$ cat src/rtl/dram_pkg.sv
// Shared DRAM controller types, default timing values and state-class helpers.
// cmd_state_t is the registered state of the DRAM command FSM.
package dram_pkg;

  typedef enum logic [3:0] {
    IDLE,
    POWER_UP,
    ACTIVATE,
    ACTIVATING,
    READ,
    READING,
    WRITE,
    WRITING,
    PRECHARGE,
    PRECHARGING,
    PRECHARGE_RE,
    PRECHARGING_RE,
    REFRESH,
    REFRESHING
  } cmd_state_t;

  localparam int unsigned DEF_TRCD         = 14;
  localparam int unsigned DEF_TCL          = 14;
  localparam int unsigned DEF_TCWL         = 12;
  localparam int unsigned DEF_TBURST       = 4;
  localparam int unsigned DEF_TWR          = 16;
  localparam int unsigned DEF_TRP          = 14;
  localparam int unsigned DEF_TRFC         = 350;
  localparam int unsigned DEF_TREFI        = 7800;
  localparam int unsigned DEF_MAX_POSTPONE = 8;
  localparam int unsigned DEF_TIMER_W      = 10;

  function automatic logic is_issue_state(input cmd_state_t s);
    case (s)
      ACTIVATE, READ, WRITE, PRECHARGE, PRECHARGE_RE, REFRESH: return 1'b1;
      default:                                                 return 1'b0;
    endcase
  endfunction

  function automatic logic is_wait_state(input cmd_state_t s);
    case (s)
      ACTIVATING, READING, WRITING,
      PRECHARGING, PRECHARGING_RE, REFRESHING: return 1'b1;
      default:                                 return 1'b0;
    endcase
  endfunction

endpackage

$ cat src/rtl/dram_down_timer.sv
// Loadable down-counter with an armed flag, so that a zero count only means
// "done" when a period was actually started.
module dram_down_timer #(
  parameter int unsigned W = 10
) (
  input  logic         CLK,
  input  logic         RST,
  input  logic         load,
  input  logic [W-1:0] load_val,
  input  logic         en,
  output logic         zero,
  output logic         armed
);

  logic [W-1:0] timer;

  assign zero = (timer == '0);

  // Reaching zero while enabled is the done cycle; armed drops after it.
  always_ff @(posedge CLK) begin
    if (RST) begin
      timer <= '0;
      armed <= 1'b0;
    end else if (load) begin
      timer <= load_val;
      armed <= 1'b1;
    end else if (en) begin
      if (timer != '0) timer <= timer - 1'b1;
      else             armed <= 1'b0;
    end
  end

endmodule

$ cat src/rtl/dram_timing_ctrl.sv
// Timing companion to the DRAM command FSM: command-period done strobes from one
// shared down-timer, plus the tREFI refresh scheduler with a postponement budget.
module dram_timing_ctrl
  import dram_pkg::*;
#(
  parameter int unsigned tRCD         = DEF_TRCD,
  parameter int unsigned tCL          = DEF_TCL,
  parameter int unsigned tCWL         = DEF_TCWL,
  parameter int unsigned tBURST       = DEF_TBURST,
  parameter int unsigned tWR          = DEF_TWR,
  parameter int unsigned tRP          = DEF_TRP,
  parameter int unsigned tRFC         = DEF_TRFC,
  parameter int unsigned tREFI        = DEF_TREFI,
  parameter int unsigned MAX_POSTPONE = DEF_MAX_POSTPONE,
  parameter int unsigned TIMER_W      = DEF_TIMER_W
) (
  input  logic       CLK,
  input  logic       RST,
  input  cmd_state_t cmd_state,
  output logic       tACT_done,
  output logic       tRD_done,
  output logic       tWR_done,
  output logic       tPRE_done,
  output logic       tREF_done,
  output logic       rf_req,
  output logic       rf_urgent,
  output logic       rf_overflow
);

  localparam int unsigned L_ACT   = tRCD;
  localparam int unsigned L_RD    = tCL + tBURST;
  localparam int unsigned L_WR    = tCWL + tBURST + tWR;
  localparam int unsigned L_PRE   = tRP;
  localparam int unsigned L_REF   = tRFC;
  localparam int unsigned L_LIMIT = (2 ** TIMER_W) - 1;

  localparam int unsigned REFI_W = (tREFI > 2) ? $clog2(tREFI) : 1;
  localparam int unsigned OWED_W = $clog2(MAX_POSTPONE + 1);

  localparam logic [REFI_W-1:0] REFI_LAST = REFI_W'(tREFI - 1);
  localparam logic [OWED_W-1:0] OWED_MAX  = OWED_W'(MAX_POSTPONE);

  generate
    if (tRCD < 1 || tRP < 1 || tRFC < 1) begin : g_bad_min
      $error("dram_timing_ctrl: tRCD, tRP and tRFC must all be at least 1");
    end
    if (tREFI < 2) begin : g_bad_refi
      $error("dram_timing_ctrl: tREFI must be at least 2");
    end
    if (L_ACT > L_LIMIT || L_RD > L_LIMIT || L_WR > L_LIMIT ||
        L_PRE > L_LIMIT || L_REF > L_LIMIT) begin : g_bad_width
      $error("dram_timing_ctrl: a load value does not fit in TIMER_W bits");
    end
  endgenerate

  // Command-period timer: loaded with L-1 so done lands exactly L cycles after issue.
  logic               tmr_load;
  logic               tmr_en;
  logic               tmr_zero;
  logic               tmr_armed;
  logic [TIMER_W-1:0] tmr_load_val;

  assign tmr_load = is_issue_state(cmd_state);
  assign tmr_en   = is_wait_state(cmd_state);

  always_comb begin
    tmr_load_val = '0;
    case (cmd_state)
      ACTIVATE:               tmr_load_val = TIMER_W'(L_ACT - 1);
      READ:                   tmr_load_val = TIMER_W'(L_RD - 1);
      WRITE:                  tmr_load_val = TIMER_W'(L_WR - 1);
      PRECHARGE, PRECHARGE_RE: tmr_load_val = TIMER_W'(L_PRE - 1);
      REFRESH:                tmr_load_val = TIMER_W'(L_REF - 1);
      default:                tmr_load_val = '0;
    endcase
  end

  dram_down_timer #(
    .W (TIMER_W)
  ) u_timer (
    .CLK      (CLK),
    .RST      (RST),
    .load     (tmr_load),
    .load_val (tmr_load_val),
    .en       (tmr_en),
    .zero     (tmr_zero),
    .armed    (tmr_armed)
  );

  logic period_done;
  assign period_done = tmr_armed & tmr_zero;

  assign tACT_done = period_done & (cmd_state == ACTIVATING);
  assign tRD_done  = period_done & (cmd_state == READING);
  assign tWR_done  = period_done & (cmd_state == WRITING);
  assign tPRE_done = period_done & ((cmd_state == PRECHARGING) ||
                                    (cmd_state == PRECHARGING_RE));
  assign tREF_done = period_done & (cmd_state == REFRESHING);

  // Refresh scheduler: one refresh becomes owed per tREFI wrap, REFRESH pays one back.
  logic [REFI_W-1:0] refi_cnt;
  logic [OWED_W-1:0] owed;
  logic              tick;
  logic              do_ref;

  assign tick   = (cmd_state != POWER_UP) && (refi_cnt == REFI_LAST);
  assign do_ref = (cmd_state == REFRESH);

  always_ff @(posedge CLK) begin
    if (RST) begin
      refi_cnt    <= '0;
      owed        <= '0;
      rf_overflow <= 1'b0;
    end else begin
      if (cmd_state == POWER_UP || tick) refi_cnt <= '0;
      else                               refi_cnt <= refi_cnt + 1'b1;

      if (tick && !do_ref) begin
        if (owed == OWED_MAX) rf_overflow <= 1'b1;
        else                  owed        <= owed + 1'b1;
      end else if (do_ref && !tick && owed != '0) begin
        owed <= owed - 1'b1;
      end
    end
  end

  assign rf_req    = (owed != '0);
  assign rf_urgent = (owed == OWED_MAX);

endmodule

$ cat config.mk
export PLATFORM = sky130hd
export DESIGN_NAME = dram_timing_ctrl
export DESIGN_NICKNAME = d
export VERILOG_FILES = /design/src/rtl/dram_pkg.sv /design/src/rtl/dram_down_timer.sv /design/src/rtl/dram_timing_ctrl.sv
export SDC_FILE = /design/constraint.sdc
export NUM_CORES = 1
export LEC_CHECK = 0
export CAP_MARGIN = 20
export CORE_ASPECT_RATIO = 0.5
export CORE_MARGIN = 5
export CORE_UTILIZATION = 52
export CTS_BUF_LIST = sky130_fd_sc_hd__clkbuf_4 sky130_fd_sc_hd__clkbuf_8 sky130_fd_sc_hd__clkbuf_16
export CTS_CLUSTER_SIZE = 10
export DETAILED_ROUTE_END_ITERATION = 6
export DONT_BUFFER_PORTS = 1
export PLACE_DENSITY = 0.79
export SLEW_MARGIN = 10
export SYNTH_ARGS = -nofsm -noshare
export SYNTH_HDL_FRONTEND = slang
export SYNTH_SLANG_ARGS = --single-unit
$ cat constraint.sdc
create_clock -name CLK -period 2.7 [get_ports CLK]
set_input_delay 0.54 -clock CLK [delete_from_list [all_inputs] [get_ports CLK]]
set_output_delay 0.54 -clock CLK [all_outputs]
set_load 0.01 [all_outputs]
# Word level (Yosys, flattened, before mapping)
# Index checks and enable logic that the tools add are counted.
word_totals:
  register_bits: 29
  inputBits: 6
  word_cells: 67
op_classes:
  n_addsub: 4
  eq_ne: 18
  mux: 12
  n_bitwise: 6
  n_reduce_logical: 22
op_table:
  columns: ["operator", "count"]
  rows:
  - ["case mux 9 bit (4 select lines)", 1]
  - ["two-way mux 10 bit", 3]
  - ["equality test 4 bit (second input constant)", 7]
  - ["equality test 4 x 3 -> 1 bit (second input constant)", 4]
  - ["adder 13 x 1 -> 13 bit (second input constant)", 1]
  - ["equality test 13 bit (second input constant)", 1]
  - ["two-way mux 4 bit", 3]
  - ["OR reduction 6 bit", 2]
  - ["logical NOT 10 bit", 1]
  - ["nonzero test 10 bit", 1]
  - ["subtractor 10 x 1 -> 10 bit (second input constant)", 1]
  - ["equality test 4 x 2 -> 1 bit (second input constant)", 2]
  - ["AND reduction 2 bit", 4]
  - ["bitwise AND 1 bit", 6]
  - ["nonzero test 2 bit", 3]
  - ["two-way mux 1 bit", 5]
  - ["adder 4 x 1 -> 4 bit (second input constant)", 1]
  - ["equality test 4 x 1 -> 1 bit (second input constant)", 1]
  - ["logical AND 1 bit", 4]
  - ["inequality test 2 bit (second input constant)", 2]
  - ["inequality test 4 x 1 -> 1 bit (second input constant)", 1]
  - ["nonzero test 4 bit", 1]
  - ["subtractor 4 x 1 -> 4 bit (second input constant)", 1]
  - ["OR reduction 3 bit", 1]
  - ["3 further kinds", 5]

# Depth between registers and ports, before layout
# Gate-level depths: netlist of the first run.
logic_depth:
  depth_word: 7
  mapped_depth: 10

# Modules after synthesis
# Synthesis of the first run repeated with hierarchy kept, for this count alone.
unflattened:
  hier_cells: 201
  area_unflattened_um2: 1751.7
by_module_without_submodules:
  columns: ["mod", "instances", "cells_each", "area_each_um2", "seq_area_each_um2"]
  rows:
  - ["dram_timing_ctrl", 1, 122, 1061.0, 360.3]
  - ["dram_down_timer", 1, 79, 690.7, 220.2]

# Worst setup path after synthesis of the first run
# No wires, ideal clock.
synth_timing:
  path_type: "input to register"
  startpoint: "input port cmd_state[1]"
  endpoint: "register owed[3]"
  arrival_time_ps: 2367
  t_required_ps: 2609
  slack_ps: 242
  cell_stages: 10
  n_path_buf: 1
  cell_sequence: "clkbuf_1 > nor3_1 > a21oi_1 > nand2_1 > ha_1 > a21o_1 > a21oi_1 > nand3b_1 > o31ai_1 > a311oi_1"
synth_between:
  elab_chain_len: 7
  word_cells_on_any_way: 12
  cone_classes: "eq/ne (3); mux (1); reduce/logical (8)"
synth_lines:
  columns: ["item", "line_no", "text"]
  rows:
  - ["start, declared", "dram_timing_ctrl.sv:19", "input cmd_state_t cmd_state,"]
  - ["inequality test 4 x 1 -> 1 bit", "dram_timing_ctrl.sv:106", "assign tick = (cmd_state != POWER_UP) && (refi_cnt == REFI_LAST);"]
  - ["logical AND 1 bit", "dram_timing_ctrl.sv:106", null]
  - ["logical NOT 1 bit", "dram_timing_ctrl.sv:121", "end else if (do_ref && !tick && owed != '0) begin"]
  - ["logical AND 1 bit (2 in a row)", "dram_timing_ctrl.sv:121", null]
  - ["nonzero test 2 bit (no line)", null, null]
  - ["AND reduction 2 bit (no line)", null, null]
  - ["end signal, assigned", "dram_timing_ctrl.sv:120", "else owed <= owed + 1'b1;"]
  - ["end signal, assigned", "dram_timing_ctrl.sv:122", "owed <= owed - 1'b1;"]
  - ["end, declared", "dram_timing_ctrl.sv:102", "logic [OWED_W-1:0] owed;"]
# Parallel ways exist; a longest one is shown, timed or not.
# A chain may end at the register's enable or synchronous reset.

# Final worst setup path of the first run
layout_timing:
  startpoint: "register u_timer.timer[5]"
  endpoint: "output port tRD_done"
layout_between:
  elab_chain_len: 3
layout_lines:
  columns: ["item", "line_no", "text"]
  rows:
  - ["start, declared", "dram_down_timer.sv:15", "logic [W-1:0] timer;"]
  - ["start signal, assigned", "dram_down_timer.sv:25", "timer <= load_val;"]
  - ["start signal, assigned", "dram_down_timer.sv:28", "if (timer != '0) timer <= timer - 1'b1;"]
  - ["logical NOT 10 bit", "dram_down_timer.sv:17", "assign zero = (timer == '0);"]
  - ["bitwise AND 1 bit", "dram_timing_ctrl.sv:91", "assign period_done = tmr_armed & tmr_zero;"]
  - ["bitwise AND 1 bit", "dram_timing_ctrl.sv:94", "assign tRD_done = period_done & (cmd_state == READING);"]
  - ["end, declared", "dram_timing_ctrl.sv:21", "output logic tRD_done,"]
# Every way passes these cells.

==> impl_metrics.xml, run 1 <==
<?xml version="1.0" encoding="UTF-8"?>
<metrics>
  <group name="run_status">
    <metric name="result_of_the_run" unit="">completed</metric>
  </group>
  <group name="critical_path">
    <metric name="path_buf_inv" unit="">0</metric>
    <metric name="worst_path_largest_cell_delay" unit="ns">0.60</metric>
    <metric name="critical_path.max_fanout" unit="">7</metric>
    <metric name="timing.setup.critical_path_class" unit="">reg -&gt; out</metric>
    <metric name="crit_path_frequent_cell" unit="">sky130_fd_sc_hd__nor4b_4</metric>
    <metric name="worst_path_dominant_cell_family" unit="">simple AND/OR/NAND/NOR gates</metric>
    <metric name="timing.critical_path.from_type" unit="">flip-flop</metric>
    <metric name="cp_slowest_cell" unit="">sky130_fd_sc_hd__or4_4</metric>
    <metric name="timing.critical_path.cells" unit="">or4_4 -&gt; nor4b_4 -&gt; nand2_4 -&gt; nor4b_4</metric>
    <metric name="crit_arrival" unit="ns">2.03</metric>
    <metric name="worst-endpoint-required" unit="ns">2.16</metric>
    <metric name="setup.worst_path.end_class" unit="">output port</metric>
  </group>
  <group name="final_layout">
    <metric name="post_route_cells_drive_above_1_share" unit="%">12.7</metric>
    <metric name="final_cell_area" unit="um^2">1850</metric>
    <metric name="antenna-diode-count" unit="">0</metric>
    <metric name="area.growth.synth_to_final" unit="%">10.5</metric>
    <metric name="multi_input_comb_area" unit="um^2">1070</metric>
    <metric name="filler_cell_count" unit="">262</metric>
    <metric name="layout.area.seq" unit="um^2">581</metric>
    <metric name="nets" unit="">216</metric>
    <metric name="stdcell_count" unit="">245</metric>
  </group>
  <group name="detailed_routing">
    <metric name="drt_first_iter_violations" unit="">57</metric>
    <metric name="drt_wl_total" unit="mm">3.59</metric>
    <metric name="dr_total_vias" unit="">1495</metric>
    <metric name="routed_wire_length_per_instance" unit="um">14.6</metric>
    <metric name="route.detailed.drc" unit="">0</metric>
    <metric name="antenna_violating_nets_post_route" unit="">0</metric>
    <metric name="vias_per_cell" unit="">6.10</metric>
    <metric name="drt_pre_antenna_iters" unit="">4</metric>
  </group>
  <group name="global_routing">
    <metric name="grt_pass1_wl" unit="mm">6.19</metric>
    <metric name="global_route_total_overflow" unit="">0</metric>
    <metric name="grt_pass1_vias" unit="">1410</metric>
    <metric name="aggregate_global_route_resource_usage" unit="%">16.6</metric>
    <metric name="grt_start_max_net_pins" unit="">17</metric>
    <metric name="number_of_antenna_violations_at_the_first_check_in_global_routing" unit="">0</metric>
  </group>
  <group name="pwr">
    <metric name="seqPwrFrac" unit="%">46.2</metric>
    <metric name="power_frac_clock" unit="%">34.9</metric>
    <metric name="leakage" unit="uW">0.000669</metric>
    <metric name="pwr-share-comb" unit="%">18.9</metric>
    <metric name="pwr_per_cell_area" unit="nW/um^2">568</metric>
    <metric name="switching_share" unit="%">27.7</metric>
    <metric name="total_switching_power" unit="uW">291</metric>
    <metric name="power.internal" unit="uW">759</metric>
    <metric name="ir_drop" unit="V">0.000309</metric>
  </group>
  <group name="yosys">
    <metric name="synth_area_leaders" unit="">sky130_fd_sc_hd__dfxtp_1, sky130_fd_sc_hd__nor2_1, sky130_fd_sc_hd__xor2_1</metric>
    <metric name="synth_top_area_cell" unit="">sky130_fd_sc_hd__dfxtp_1</metric>
    <metric name="synth_sequential_area_ratio" unit="%">34.7</metric>
    <metric name="synth_flop_cell" unit="">sky130_fd_sc_hd__dfxtp_1</metric>
    <metric name="syn_avg_cell_area" unit="um^2">8.42</metric>
    <metric name="synthCells" unit="">199</metric>
    <metric name="synthesis.area" unit="um^2">1680</metric>
    <metric name="synth.ff_latch_count" unit="">29</metric>
    <metric name="post-synth-top-count-cell" unit="">sky130_fd_sc_hd__dfxtp_1</metric>
    <metric name="synthesis.yosys.warnings" unit="">0</metric>
    <metric name="synth_edf_count" unit="">0</metric>
    <metric name="yosys.cell_types.count" unit="">47</metric>
    <metric name="postSynthNetCount" unit="">210</metric>
    <metric name="async_reset_ff_share" unit="%">0</metric>
    <metric name="post_synth_most_frequent_cells" unit="">sky130_fd_sc_hd__dfxtp_1, sky130_fd_sc_hd__nor2_1, sky130_fd_sc_hd__nand2_1</metric>
    <metric name="yosysTopAreaCellShare" unit="%">34.7</metric>
  </group>
  <group name="die">
    <metric name="die_h" unit="um">50.1</metric>
    <metric name="start_util" unit="%">55.0</metric>
    <metric name="core_area" unit="um^2">3050</metric>
    <metric name="die_width" unit="um">90.3</metric>
    <metric name="std_cell_rows" unit="">14</metric>
    <metric name="dieArea" unit="um^2">4530</metric>
    <metric name="io_pins" unit="">14</metric>
  </group>
  <group name="timing">
    <metric name="number_of_setup_violations_in_the_final_report" unit="">0</metric>
    <metric name="maxSlewViolCount" unit="">0</metric>
    <metric name="fmax" unit="MHz">390</metric>
    <metric name="clock-skew-final" unit="ns">0.00558</metric>
    <metric name="rsz0062_at_grt" unit="">false</metric>
    <metric name="fin_tns_setup" unit="ns">0</metric>
    <metric name="timing_worst_slew_pin_value" unit="ns">0.586</metric>
    <metric name="maxSlewHeadroom" unit="%">60.9</metric>
    <metric name="final.period_utilization" unit="%">95.0</metric>
    <metric name="final_min_period" unit="ns">2.57</metric>
    <metric name="hold_violations" unit="">0</metric>
  </group>
  <group name="clocking">
    <metric name="clock_sinks" unit="">29</metric>
    <metric name="h_tree_depth" unit="">2</metric>
    <metric name="hold_buffers" unit="">0</metric>
    <metric name="post_cts_resized" unit="">0</metric>
    <metric name="clock_tree_from_tritoncts" unit="">built</metric>
    <metric name="worst_setup_hold_path_clk_slew" unit="ns">0.06</metric>
    <metric name="clock-root-buffer" unit="">sky130_fd_sc_hd__clkbuf_8</metric>
    <metric name="cts_setup_buffers" unit="">0</metric>
    <metric name="clock_path_buffers" unit="">2</metric>
    <metric name="cts_inserted_buffers" unit="">5</metric>
    <metric name="clk-insertion-delay-late" unit="ns">0.28</metric>
  </group>
  <group name="flow_run">
    <metric name="cap_viol_max_count" unit="">0</metric>
  </group>
  <group name="placement">
    <metric name="routabilityCongestion" unit="">0.811</metric>
    <metric name="detailed_place.area" unit="um^2">1740</metric>
    <metric name="count_of_buffers_inserted_at_the_top_level_ports" unit="">0</metric>
    <metric name="post-dp-hpwl" unit="mm">2.55</metric>
    <metric name="dpl.cell_count" unit="">238</metric>
  </group>
  <group name="worst_hold_path">
    <metric name="min_path_type" unit="">in -&gt; reg</metric>
  </group>
</metrics>
-- metal layers --
metal,part of all wire [%],vias to the layer above,GRT usage [%]
li1,-,741,-
met1,44,703,18.8
met2,48,39,28.3
met3,6.1,12,5.97
met4,2.4,0,8.66
met5,0,-,0
-- per-stage QoR --
stage / total power, uW / utilization [%] / hold WS (ns) / setup WS (ns)
6_report: 1050 / 60.7 / 0.319 / 0.134
5_1_grt: 1120 / 60.7 / 0.301 / 0.0169
4_1_cts: 1060 / 60.1 / 0.309 / 0.101
3_5_place_dp: 690 / 57.1 / 0.449 / 0.150
3_3_place_gp: 684 / 57.1 / 0.440 / 0.265
2_1_floorplan: 655 / - / 0.426 / 0.242
-- state kept, by name, summed over array words and instances (netlist names) --
register	cells
refi_cnt	13
u_timer.armed	1
rf_overflow	1
u_timer.timer	10
owed	4
-- layout make-up --
type	instances	area share, %
multi-input combinational	157	57.6
sequential	29	31.4
clock buffer	7	4.87
tap	40	2.70
timing repair buffer	5	2.03
inverter	7	1.42
-- cells by family after synthesis --
group	Yosys count	share of synthesized area, %
xor gates and xnor gates	12	6.27
buffers and inverters	13	2.91
muxes	3	1.79
AOI/OAI and AO/OA	44	17.0
and+or+nand+nor	93	33.2
DFF	29	34.7
adders and majority gates	5	4.18
-- power groups by stage --
stage               logic (uW)  registers (uW)  clock network [uW]
global placement           191             493                   0
floorplan                  168             488                   0
global route               223             490                 404
CTS                        197             485                 377
finish                     198             486                 366
detailed placement         195             494                   0
-- path summary, 6_finish.rpt --
kind                                 startpoint                             to  slack [ns]  depth (start not counted)
setup reg to reg         refi_cnt[8]$_SDFF_PP0_           owed[3]$_SDFFE_PP0P_        0.33                          9
hold reg to reg          refi_cnt[0]$_SDFF_PP0_         refi_cnt[0]$_SDFF_PP0_        0.46                          1
hold / removal                              RST  u_timer.timer[1]$_SDFFE_PP0P_        0.32                          1
setup / recovery  u_timer.timer[5]$_SDFFE_PP0P_                       tRD_done        0.13                          4
-- layout by cell type, fill, tap and decap left out, types with 7 or more instances in the layout --
cell type	netlist	routed
sky130_fd_sc_hd__a21oi_1	13	13
sky130_fd_sc_hd__dfxtp_1	29	29
sky130_fd_sc_hd__inv_1	7	7
sky130_fd_sc_hd__nand2_1	15	15
sky130_fd_sc_hd__nor2_1	24	24
sky130_fd_sc_hd__nor3_1	9	8
sky130_fd_sc_hd__o21ai_0	12	12
sky130_fd_sc_hd__xor2_1	8	8
Note: power is estimated with default switching activity, not from simulation.
==> inputs of run 2 (changes only) <==
- PLACE_DENSITY: 0.79 -> 0.82
- RECOVER_POWER: default -> 100
- clock period: 2.7 -> 2.2 ns (I/O delays scaled with it)
==> impl_metrics.xml, run 2 (synthesis gave the netlist of run 1 again) <==
<?xml version="1.0" encoding="UTF-8"?>
<metrics>
  <group name="pwr">
    <metric name="pwr_per_cell_area" unit="nW/um^2">693</metric>
    <metric name="ir_drop" unit="V">0.000400</metric>
    <metric name="leakage" unit="uW">0.000808</metric>
  </group>
  <group name="final_layout">
    <metric name="multi_input_comb_area" unit="um^2">1120</metric>
    <metric name="post_route_cells_drive_above_1_share" unit="%">25.7</metric>
    <metric name="filler_cell_count" unit="">229</metric>
    <metric name="nets" unit="">240</metric>
    <metric name="layout_top_registers" unit="">refi_cnt x13, u_timer.timer x10, owed x4</metric>
    <metric name="registers.top_by_ff_count" unit="">refi_cnt</metric>
    <metric name="layout.area.seq" unit="um^2">587</metric>
    <metric name="largest_register_ffs" unit="">13</metric>
    <metric name="most-common-layout-cells" unit="">sky130_fd_sc_hd__buf_4, sky130_fd_sc_hd__nor2_1, sky130_fd_sc_hd__dfxtp_1</metric>
    <metric name="area.growth.synth_to_final" unit="%">26.2</metric>
    <metric name="antenna-diode-count" unit="">0</metric>
    <metric name="stdcell_count" unit="">270</metric>
    <metric name="most_common_library_cell_in_the_layout_ignoring_fill_and_taps" unit="">sky130_fd_sc_hd__buf_4</metric>
  </group>
  <group name="timing">
    <metric name="worst_hold_slack" unit="ns">0.209</metric>
    <metric name="fmax" unit="MHz">417</metric>
    <metric name="timing_worst_slew_pin_value" unit="ns">0.537</metric>
    <metric name="number_of_setup_violations_in_the_final_report" unit="">6</metric>
    <metric name="maxSlewHeadroom" unit="%">64.2</metric>
    <metric name="fin_tns_setup" unit="ns">-0.864</metric>
    <metric name="final.period_utilization" unit="%">109</metric>
    <metric name="hold_violations" unit="">0</metric>
    <metric name="clock-skew-final" unit="ns">0.0133</metric>
    <metric name="maxSlewViolCount" unit="">0</metric>
    <metric name="final_min_period" unit="ns">2.40</metric>
    <metric name="rsz0062_at_grt" unit="">true</metric>
    <metric name="postLayoutSetupSlackWorst" unit="ns">-0.198</metric>
  </group>
  <group name="critical_path">
    <metric name="crit_arrival" unit="ns">1.96</metric>
    <metric name="crit_path_frequent_cell" unit="">sky130_fd_sc_hd__nor4b_4</metric>
    <metric name="setup.worst_path.end_class" unit="">output port</metric>
    <metric name="worst_path_largest_cell_delay" unit="ns">0.56</metric>
    <metric name="reg2reg_setup_slack" unit="ns">-0.06</metric>
    <metric name="timing.critical_path.from_type" unit="">flip-flop</metric>
    <metric name="startpoint" unit="">u_timer.timer[5]$_SDFFE_PP0P_</metric>
    <metric name="r2r-end" unit="">owed[3]$_SDFFE_PP0P_</metric>
    <metric name="timing.critical_path.cells" unit="">or4_4 -&gt; nor4b_4 -&gt; nand2_4 -&gt; nor4b_4</metric>
    <metric name="critical_path.max_fanout" unit="">5</metric>
    <metric name="worst_reg2reg_startpoint" unit="">refi_cnt[9]$_SDFF_PP0_</metric>
    <metric name="cp_slowest_cell" unit="">sky130_fd_sc_hd__or4_4</metric>
    <metric name="critPathCapture" unit="">tRD_done</metric>
    <metric name="worst-endpoint-required" unit="ns">1.76</metric>
    <metric name="reg2regPathDepth" unit="">13</metric>
    <metric name="timing.setup.critical_path_class" unit="">reg -&gt; out</metric>
  </group>
  <group name="global_routing">
    <metric name="grt_pass1_wl" unit="mm">7.64</metric>
    <metric name="grt_start_max_net_pins" unit="">17</metric>
    <metric name="aggregate_global_route_resource_usage" unit="%">21.0</metric>
    <metric name="global_route_total_overflow" unit="">0</metric>
    <metric name="grt_pass1_vias" unit="">1624</metric>
    <metric name="number_of_antenna_violations_at_the_first_check_in_global_routing" unit="">0</metric>
  </group>
  <group name="clocking">
    <metric name="worst_setup_hold_path_clk_slew" unit="ns">0.07</metric>
    <metric name="clock_tree_from_tritoncts" unit="">built</metric>
    <metric name="clk-insertion-delay-late" unit="ns">0.29</metric>
    <metric name="clock_path_buffers" unit="">2</metric>
    <metric name="h_tree_depth" unit="">2</metric>
    <metric name="clock-root-buffer" unit="">sky130_fd_sc_hd__clkbuf_8</metric>
    <metric name="clock_sinks" unit="">29</metric>
    <metric name="cts_inserted_buffers" unit="">5</metric>
  </group>
  <group name="die">
    <metric name="die_h" unit="um">50.1</metric>
    <metric name="start_util" unit="%">55.0</metric>
    <metric name="core_area" unit="um^2">3050</metric>
    <metric name="std_cell_rows" unit="">14</metric>
    <metric name="io_pins" unit="">14</metric>
    <metric name="die_width" unit="um">90.3</metric>
    <metric name="dieArea" unit="um^2">4530</metric>
  </group>
  <group name="placement">
    <metric name="routabilityCongestion" unit="">0.883</metric>
    <metric name="dpl.cell_count" unit="">250</metric>
    <metric name="post-dp-hpwl" unit="mm">2.68</metric>
    <metric name="count_of_buffers_inserted_at_the_top_level_ports" unit="">0</metric>
  </group>
  <group name="flow_run">
    <metric name="cap_viol_max_count" unit="">0</metric>
  </group>
  <group name="detailed_routing">
    <metric name="route.detailed.drc" unit="">0</metric>
    <metric name="drt_wl_total" unit="mm">4.43</metric>
    <metric name="antenna_violating_nets_post_route" unit="">0</metric>
    <metric name="vias_per_cell" unit="">6.10</metric>
    <metric name="routed_wire_length_per_instance" unit="um">16.4</metric>
    <metric name="drt_first_iter_violations" unit="">101</metric>
    <metric name="drt_pre_antenna_iters" unit="">4</metric>
    <metric name="dr_total_vias" unit="">1646</metric>
  </group>
  <group name="worst_hold_path">
    <metric name="worstHoldPathCells" unit="">1</metric>
    <metric name="min_path_type" unit="">in -&gt; reg</metric>
  </group>
  <group name="run_status">
    <metric name="violations_in_the_final_reports" unit="">negative setup slack</metric>
    <metric name="result_of_the_run" unit="">finished with violations</metric>
  </group>
</metrics>
run 2: changes by cell type in the layout (fill, tap and decap cells not counted), moves of 2 or more:
cell                       change
sky130_fd_sc_hd__dfxtp_1       -5
sky130_fd_sc_hd__ha_4          +3
sky130_fd_sc_hd__dfxtp_2       +5
sky130_fd_sc_hd__inv_2         +2
sky130_fd_sc_hd__buf_4        +21
sky130_fd_sc_hd__inv_1         -2
sky130_fd_sc_hd__clkbuf_1      +3
sky130_fd_sc_hd__ha_1          -3
run 2: worst min path at each step:
stage | from | endpoint
3_3_place_gp | refi_cnt[0]$_SDFF_PP0_ | refi_cnt[0]$_SDFF_PP0_
3_5_place_dp | refi_cnt[0]$_SDFF_PP0_ | refi_cnt[0]$_SDFF_PP0_
5_1_grt | RST | u_timer.timer[4]$_SDFFE_PP0P_
6_report | RST | u_timer.timer[4]$_SDFFE_PP0P_
4_1_cts | RST | u_timer.timer[1]$_SDFFE_PP0P_
2_1_floorplan | refi_cnt[0]$_SDFF_PP0_ | refi_cnt[0]$_SDFF_PP0_
run 2: critical path, delay by kind of cell (launching register included):
family	cells	cell delay (ns)
simple gates	4	1.34
flops	1	0.32
run 2: metrics by stage:
step           cell area (um^2)  utilization [%]  total power [uW]  setup slack (ns)
2_1_floorplan              1710                -               814         -0.000986
3_3_place_gp               1860             61.0               853            0.0827
3_5_place_dp               1860             61.0               860           -0.0921
4_1_cts                    2120             69.5              1470            -0.185
5_1_grt                    2110             69.4              1540            -0.265
6_report                   2110             69.4              1470            -0.198
run 2: routing by layer:
layer  wire length, um  vias to the layer above  part of all wire, %  global-route usage, %
li1                  -                      790                    -                      -
met1              1850                      779                   42                   21.8
met2              2100                       60                   47                   37.0
met3               308                       17                  7.0                   8.51
met4               168                        0                  3.8                   12.1
met5                 0                        -                    0                      0
run 2: final cells by class:
cell class / instances / share of cell area [%]
clock inverters: 1 / 1.42
repair buffers: 29 / 9.76
clock buffers: 7 / 4.26
flip-flops and latches: 29 / 27.8
inverters: 7 / 1.24
well taps: 40 / 2.37
multi-input cells: 157 / 53.2
run 2: where the power goes:
group | internal [uW] | switching [uW]
sequential | 560 | 38.2
combinational | 140 | 140
clock | 381 | 206
total | 1080 | 385
run 2: what timing repair did:
item,in CTS,in global routing
pin swaps,5,5
setup endpoints to repair,6,7
buffers inserted,12,0
gates resized for setup,10,6
hold buffers,0,0
